### src/rtl/fifo_wr_arbiter_pkg.sv
// Shared definitions for the async FIFO write-side arbiter.
//   clog2            : ceiling log2, used for index and counter widths
//   arb_state_t      : arbiter FSM encoding (IDLE=0, BURST=1)
//   DEFAULT_DATASIZE : default FIFO word width, also used by the FIFO top
package fifo_wr_arbiter_pkg;

    localparam int DEFAULT_DATASIZE = 8;

    typedef enum logic {
        IDLE  = 1'b0,
        BURST = 1'b1
    } arb_state_t;

    function automatic int clog2(input int value);
        int r;
        r = 0;
        for (int i = 0; i < 31; i++) begin
            if ((1 << i) < value) r = i + 1;
        end
        return r;
    endfunction

endpackage

### src/rtl/fifo_wr_arbiter_rr_pick.sv
// Combinational round-robin priority picker.
// Scans req starting at rr_ptr and wrapping modulo NREQ; the first set bit
// wins.
//   req    : request vector
//   rr_ptr : index with highest priority this cycle
//   grant  : one-hot winner (zero when nothing requested)
//   index  : winner index (zero when nothing requested)
//   any    : at least one request present
module rr_pick
    import fifo_wr_arbiter_pkg::*;
#(
    parameter int NREQ = 4
) (
    input  logic [NREQ-1:0]        req,
    input  logic [clog2(NREQ)-1:0] rr_ptr,
    output logic [NREQ-1:0]        grant,
    output logic [clog2(NREQ)-1:0] index,
    output logic                   any
);

    localparam int IDW = clog2(NREQ);

    int pos;

    always_comb begin
        grant = '0;
        index = '0;
        any   = 1'b0;
        pos   = 0;
        for (int k = 0; k < NREQ; k++) begin
            // Explicit wrap so non-power-of-two NREQ works.
            pos = int'(rr_ptr) + k;
            if (pos > NREQ - 1) pos = pos - NREQ;
            if (!any && req[IDW'(pos)]) begin
                any               = 1'b1;
                grant[IDW'(pos)]  = 1'b1;
                index             = IDW'(pos);
            end
        end
    end

endmodule

### src/rtl/fifo_wr_arbiter.sv
// Write-side arbiter for the async FIFO: shares the single write port among
// NREQ requesters with round-robin selection and per-burst locking.
//   wclk, wrst : write clock, asynchronous active-high reset
//   req_*      : per-requester beat valid / packed data / end-of-burst
//   req_ready  : beat accepted this cycle (owner only, blocked by wfull)
//   wfull      : FIFO full flag
//   winc/wdata : FIFO write strobe and data
//   grant      : one-hot owner, zero when idle
//   grant_id   : owner index, meaningful while busy
//   busy       : a burst is locked
module fifo_wr_arbiter
    import fifo_wr_arbiter_pkg::*;
#(
    parameter int DATASIZE = DEFAULT_DATASIZE,
    parameter int NREQ     = 4,
    parameter int MAXBURST = 4
) (
    input  logic                     wclk,
    input  logic                     wrst,
    input  logic [NREQ-1:0]          req_valid,
    input  logic [NREQ*DATASIZE-1:0] req_data,
    input  logic [NREQ-1:0]          req_last,
    output logic [NREQ-1:0]          req_ready,
    input  logic                     wfull,
    output logic                     winc,
    output logic [DATASIZE-1:0]      wdata,
    output logic [NREQ-1:0]          grant,
    output logic [clog2(NREQ)-1:0]   grant_id,
    output logic                     busy
);

    localparam int IDW  = clog2(NREQ);
    localparam int CNTW = clog2(MAXBURST + 1);

    arb_state_t          state, state_next;
    logic [NREQ-1:0]     grant_next;
    logic [IDW-1:0]      grant_id_next;
    logic [IDW-1:0]      rr_ptr, rr_ptr_next;
    logic [CNTW-1:0]     beat_cnt, beat_cnt_next;

    logic [NREQ-1:0]     pick_grant;
    logic [IDW-1:0]      pick_id;
    logic                pick_any;

    logic                own_valid;
    logic                own_last;
    logic [DATASIZE-1:0] own_data;
    logic                xfer;
    logic                burst_end;

    rr_pick #(
        .NREQ (NREQ)
    ) u_rr_pick (
        .req    (req_valid),
        .rr_ptr (rr_ptr),
        .grant  (pick_grant),
        .index  (pick_id),
        .any    (pick_any)
    );

    // Owner's lane of the request bundle.
    always_comb begin
        own_valid = 1'b0;
        own_last  = 1'b0;
        own_data  = '0;
        for (int i = 0; i < NREQ; i++) begin
            if (grant_id == IDW'(i)) begin
                own_valid = req_valid[i];
                own_last  = req_last[i];
                own_data  = req_data[i*DATASIZE +: DATASIZE];
            end
        end
    end

    always_comb begin
        state_next    = state;
        grant_next    = grant;
        grant_id_next = grant_id;
        rr_ptr_next   = rr_ptr;
        beat_cnt_next = beat_cnt;

        busy      = (state == BURST);
        xfer      = busy && own_valid && !wfull;
        burst_end = xfer && (own_last || (beat_cnt == CNTW'(MAXBURST - 1)));
        winc      = xfer;
        wdata     = busy ? own_data : '0;
        // grant is zero outside BURST, so this also covers the busy term.
        req_ready = grant & {NREQ{!wfull}};

        case (state)
            IDLE: begin
                // Arbitration cycle only; the first beat moves next cycle.
                if (pick_any) begin
                    state_next    = BURST;
                    grant_next    = pick_grant;
                    grant_id_next = pick_id;
                    beat_cnt_next = '0;
                end
            end
            BURST: begin
                if (xfer) begin
                    beat_cnt_next = beat_cnt + 1'b1;
                    if (burst_end) begin
                        state_next  = IDLE;
                        grant_next  = '0;
                        rr_ptr_next = (grant_id == IDW'(NREQ - 1)) ? '0
                                                                   : grant_id + 1'b1;
                    end
                end
            end
            default: state_next = IDLE;
        endcase
    end

    always_ff @(posedge wclk or posedge wrst) begin
        if (wrst) begin
            state    <= IDLE;
            grant    <= '0;
            grant_id <= '0;
            rr_ptr   <= '0;
            beat_cnt <= '0;
        end else begin
            state    <= state_next;
            grant    <= grant_next;
            grant_id <= grant_id_next;
            rr_ptr   <= rr_ptr_next;
            beat_cnt <= beat_cnt_next;
        end
    end

endmodule

### config.mk
export PLATFORM = sky130hd
export DESIGN_NAME = fifo_wr_arbiter
export DESIGN_NICKNAME = d
export VERILOG_FILES = /design/src/rtl/fifo_wr_arbiter_pkg.sv /design/src/rtl/fifo_wr_arbiter_rr_pick.sv /design/src/rtl/fifo_wr_arbiter.sv
export SDC_FILE = /design/constraint.sdc
export NUM_CORES = 1
export LEC_CHECK = 0
export ABC_AREA = 1
export CORE_MARGIN = 8
export CORE_UTILIZATION = 55
export CTS_CLUSTER_DIAMETER = 100
export DETAILED_ROUTE_END_ITERATION = 6
export DONT_BUFFER_PORTS = 1
export GPL_TIMING_DRIVEN = 0
export PLACE_DENSITY = 0.7
export SYNTH_ARGS = -nofsm -noshare
export SYNTH_HDL_FRONTEND = slang
export SYNTH_HIERARCHICAL = 1
export SYNTH_SLANG_ARGS = --single-unit
### constraint.sdc
create_clock -name wclk -period 3.2 [get_ports wclk]
set_clock_uncertainty 0.05 [all_clocks]
set_input_delay 0.32 -clock wclk [delete_from_list [all_inputs] [get_ports wclk]]
set_output_delay 0.32 -clock wclk [all_outputs]
set_load 0.01 [all_outputs]
; Word level (Yosys, flattened, before mapping)
; Index checks and enable logic that the tools add are counted.
[word_totals]
reg_bits = 12
in_bits = 43
output_inout_bits = 20
word_cells = 119
[classes]
add_sub_neg = 9
n_lt_le_gt_ge = 12
eq_ne = 7
n_mux = 61
bitwise = 5
n_reduce_logical = 20
[op_table]
columns = operator, count
row1 = $mux W8, 5
row2 = $mux W4, 7
row3 = $mux W1, 27
row4 = $mux W2, 9
row5 = $lt A2 B4 Y1 const B, 4
row6 = $or A4 B4 Y4, 3
row7 = $logic_and A1 B1 Y1, 10
row8 = $gt A3 B2 Y1 const B, 3
row9 = $bmux W1 S2, 4
row10 = $demux W1 S2, 4
row11 = $ge A2 B1 Y1 const B, 4
row12 = $pmux W4 S2, 1
row13 = $sub A2 B1 Y2 const B, 4
row14 = $add A2 B2 Y3 const B, 2
row15 = $mux W3, 2
row16 = $pmux W3 S2, 1
row17 = $reduce_and A3 Y1, 2
row18 = $and A4 B4 Y4, 1
row19 = $eq A2 B2 Y1 const B, 2
row20 = $logic_not A1 Y1, 4
row21 = $ne A2 B2 Y1 const B, 2
row22 = $reduce_and A2 Y1, 2
row23 = $add A2 B1 Y3 const B, 1
row24 = $add A3 B1 Y3 const B, 1
row25 = 9 further kinds, 9

; Logic depth before layout (Yosys ltp)
; Gate-level depths: netlist (run 1).
[logic_depth]
ltp_word = 17
depth_mapped = 13
ltp_nobuf = 12

; Hierarchy
; Netlist (run 1), hierarchy kept.
[by_module_without_submodules]
columns = module, instances, cells_each, area_per_inst_um2, seq_area_each_um2
row1 = fifo_wr_arbiter, 1, 150, 999.7, 300.3
row2 = rr_pick, 1, 94, 518.0, 0.0

; Worst setup path after synthesis (run 1)
; No wires, ideal clock.
[synth_path]
path_type = reg2reg
startpoint = reg rr_ptr[0]
endpoint = reg beat_cnt[2]
arrival_time_ns = 2.143
t_required_ns = 3.067
slack_ns = 0.925
stages_incl_launch_ff = 14
n_path_buf = 1
cell_sequence = dfrtp_1 -> inv_2 -> ha_1 -> inv_1 -> nand3_1 -> nand2_2 -> nor2_4 -> buf_6 -> nand3b_1 -> nand2_1 -> inv_1 -> nor2_1 -> nand2_1 -> o21ai_0
[synth_via]
elab_chain_len = 17
word_cells_on_any_way = 39
cone_classes = add/sub: 7 / order compare: 4 / eq/ne: 1 / mux: 20 / reduce/logical: 7
[synth_rtl]
columns = element, line_no
row1 = "start, declared", fifo_wr_arbiter.sv:38  ; logic [IDW-1:0] rr_ptr, rr_ptr_next;
row2 = "start signal, assigned", fifo_wr_arbiter.sv:126  ; rr_ptr <= rr_ptr_next;
row3 = branches (longest 14 deep; another with $add A2 B1 Y3), --
row4 = $mux W1 *, fifo_wr_arbiter_rr_pick.sv:34  ; if (!any && req[IDW'(pos)]) begin
row5 = net pick_any, fifo_wr_arbiter.sv:43  ; logic pick_any;
row6 = $ne A2 B2 Y1 (no source line) *, --
row7 = $reduce_and A2 Y1 (no source line) *, --
row8 = "end signal, assigned", fifo_wr_arbiter.sv:127  ; beat_cnt <= beat_cnt_next;
row9 = "end, declared", fifo_wr_arbiter.sv:39  ; logic [CNTW-1:0] beat_cnt, beat_cnt_next;
; Mark *: on every way through the listed nets, which the timed path passes. The select of a mux whose other input is x is not followed.
; A chain may end at the register's enable or synchronous reset.

; Worst setup path in the final report (run 1)
[layout_path]
startpoint = reg rr_ptr[1]
endpoint = reg beat_cnt[2]
; The elaborated chain is that of the path after synthesis.

==> impl_results.md, run 1 <==
* Antenna-violating nets left at 0
* Largest net degree at the start of global routing at 13
* #FFs+latches synth at 12
* WL/cell at roughly 14 µm
* Final Core Density at 59.66%
* CP arrival at roughly 3 ns
* Mean Syn Cell Area at 6.220 µm²
* 1st-iter DRT viols at 62
* Max-slew violations at 0
* Root Buffer Master: clkbuf_4
* Area share of xor/xnor cells in the synthesized design at 0%
* Row cnt at 19
* CTS Sinks at 12
* Period utilisation layout at 86.71%
* Synthesized area at 0.001518 mm²
* Clk slew on worst S/H paths at 0.08 ns
* Setup TNS at 0 ns
* Tightest Pin Transition at 0.4430 ns
* H-tree levels at 1
* Die area at 0.004696 mm²
* Initial Util at 56.50%
* Nets at approximately 310
* CTS tree: yes
* Critical path class: reg2reg
* Worst-path fanout max at 10
* Post-route minimum period at 2.775 ns
* DRC at 0
* Num CTS Buffers at 3
* CP required at 3.34 ns
* Port Buffers at 0
* Worst vdd rail ir drop at 0.5558 mV
* Synth cell types at 21
* Post-CTS setup repair buffer count at 0
* Post-Syn Nets at 301
* First-pass GRT wire length at 6568 µm
* Simple-gate share of the synthesized area at between 30 and 40%
* Main combinational cell family by area after synthesis: simple AND/OR/NAND/NOR gates
* Post-Synth Adder-Cell Area at 11.54%
* DP Area at ~0.0016 mm²
* Share of post-route cells with drive strength above 1 at roughly 11%
* Diode count at 0
* Synth warn at 6
* Commonest non-fill, non-tap cells in the layout: nand2_1, nor2_1, inv_1, o21ai_0, a21oi_1
* Yosys top cell by area: dfrtp_1
* Total of max-cap violations at 0
* GP Congestion at 0.8382
* Setup crit end kind: register
* Commonest non-fill, non-tap cell in the layout: nand2_1
* RSZ-0062 raised after global routing: false
* I/O pin count at 63
* Synth Area in Compound Gates at between 10% and 20%
* Final Instance Area at around 0.0016 mm²
* Synth-to-Final Area Change at 5.606%
* Drt via density at 5.546
* Clock latency at the later pin of the worst-skew pair at 0.28 ns
* Static leakage at 0.0008090 µW
* Seq/Total Area, Yosys at between 10% and 20%
* Share of the synthesized area in the top cell type at 19.79%
* FILL cells at 280
* DR vias at 1553
* Grt ovf at 0
* Final WL at between 4000 and 5000 µm
* Hold Fails Final Rpt at 0
* Total GRT Usage at roughly 17%
* Status: complete, no violations
* Worst hold-check path type: in2reg
* DR pass1 iterations at 4
* Critical path startpoint category: register
* Post-synthesis mux area share at 0%
* Post-DP HPWL at 3294 µm
* PwrDens at 990.1 mW/mm²
* Top cells by area, synth: dfrtp_1, nand2_1, ha_1
* Die W at roughly 70 µm
* Syn Inst Count at between 200 and 250
* Hold slack at 0.3223 ns
* Worst-case headroom to the max-slew limit at 70.43%
* Achievable frequency at between 300 and 400 MHz
* Initial antenna violation count at 0
* Die height at 68.53 µm
* CTS resizes at 0
* Setup-failing EPs final at 0
* Core outline area at between 0.002 and 0.003 mm²
* Vias in the first global route at 1501
* Clock buffer depth at 2
-- per-layer routing --
| layer | part of all wire, % | routed length [µm] | track usage [%] |
|---|---|---|---|
| met1 | 41 | 1652 | 19.77 |
| met2 | 48 | 1926 | 30.89 |
| met3 | 10 | 410 | 4.039 |
| met4 | 0.94 | 38 | 6.650 |
| met5 | 0 | 0 | 0 |
-- registers in the layout (all words and copies together) (netlist names) --
signal,flops
beat_cnt,3
busy,1
grant,4
grant_id,2
rr_ptr,2
-- final cells by class --
class                      instances  area, µm²  share of cell area (%)
sequential                        12      300.3                   18.74
buffer                             6      45.04                   2.810
inverter                          32      120.1                   7.494
timing repair buffer               1      10.01                  0.6245
multi-input combinational        194       1052                   65.65
clock buffer                       4      36.28                   2.264
tap                               31      38.79                   2.420
-- path summary, 6_finish.rpt --
check	startpoint	to	slack, ns	depth (start not counted)
max	rr_ptr[1]	beat_cnt[2]	0.43	13
min	wfull	beat_cnt[1]	0.32	5
max reg2reg	rr_ptr[1]	beat_cnt[2]	0.43	13
min reg2reg	beat_cnt[1]	beat_cnt[1]	0.44	2
max in group asynchronous	wrst	grant[3]	2.36	2
min in group asynchronous	wrst	beat_cnt[2]	0.43	2
-- cells in the mapped netlist, drive strengths merged --
library cell   n
nand3         25
clkbuf         3
buf            3
nand3b         1
dfrtp         12
or2            1
o21ai         30
nand4          6
a21oi         25
nor2          33
inv           32
nand2         58
ha            14
a21boi         1
-- power breakdown --
group	internal (µW)	switching, µW
clock	69.2	50.9
sequential	211	100
combinational	389	766
-- kinds of logic (layout without fill, tap and decap cells) --
kind of cell / count (synthesis) / after routing
buffers and inverters: 38 / 43
AND/OR/NAND/NOR: 124 / 124
adder cells (fa/ha/maj): 14 / 14
AO/OA/AOI/OAI: 56 / 56
flip-flops: 12 / 12
-- critical path, stage by stage, from the launching register on --
cell and delay (ns):
dfrtp_1 0.58, inv_1 0.25, ha_1 0.39, inv_1 0.12
nand3_1 0.11, nand2_2 0.07, nor2_4 0.13, buf_6 0.15
nand3b_1 0.09, nand2_1 0.25, inv_1 0.15, nor2_1 0.21
nand2_1 0.07, o21ai_0 0.09
-- stage by stage --
stage	total power (µW)	setup WS (ns)	std cells
2_1_floorplan	1239	0.9246	244
3_3_place_gp	1452	0.4676	275
3_5_place_dp	1466	0.4571	275
4_1_cts	1596	0.4144	280
5_1_grt	1781	0.1423	280
6_report	1587	0.4254	280
-- timing repair --
item | 4_1_cts | 5_1_grt
hold endpoints to repair | 12 | 0
endpoints found under the setup margin | 0 | 0
hold buffers | 1 | 0
Note: power is estimated with default switching activity, not from simulation.
==> inputs of run 2 (changes only) <==
==> constraint.sdc (replaced) <==
create_clock -name wclk -period 3.46 [get_ports wclk]
set_clock_uncertainty 0.05 [all_clocks]
set_input_delay 0.346 -clock wclk [delete_from_list [all_inputs] [get_ports wclk]]
set_output_delay 0.346 -clock wclk [all_outputs]
set_load 0.01 [all_outputs]
==> results of run 2 <==
Same layout as run 1 (identical final DEF). Status: complete, no violations.
Among the figures that moved: setup slack after placement 0.4571 ns -> 0.7171 ns; setup slack after layout 0.4254 ns -> 0.6854 ns; hold slack 0.3223 ns -> 0.3483 ns; register-to-register setup slack 0.43 ns -> 0.69 ns; total power 1587 µW -> 1468 µW; worst IR drop on VDD 0.5558 mV -> 0.5141 mV
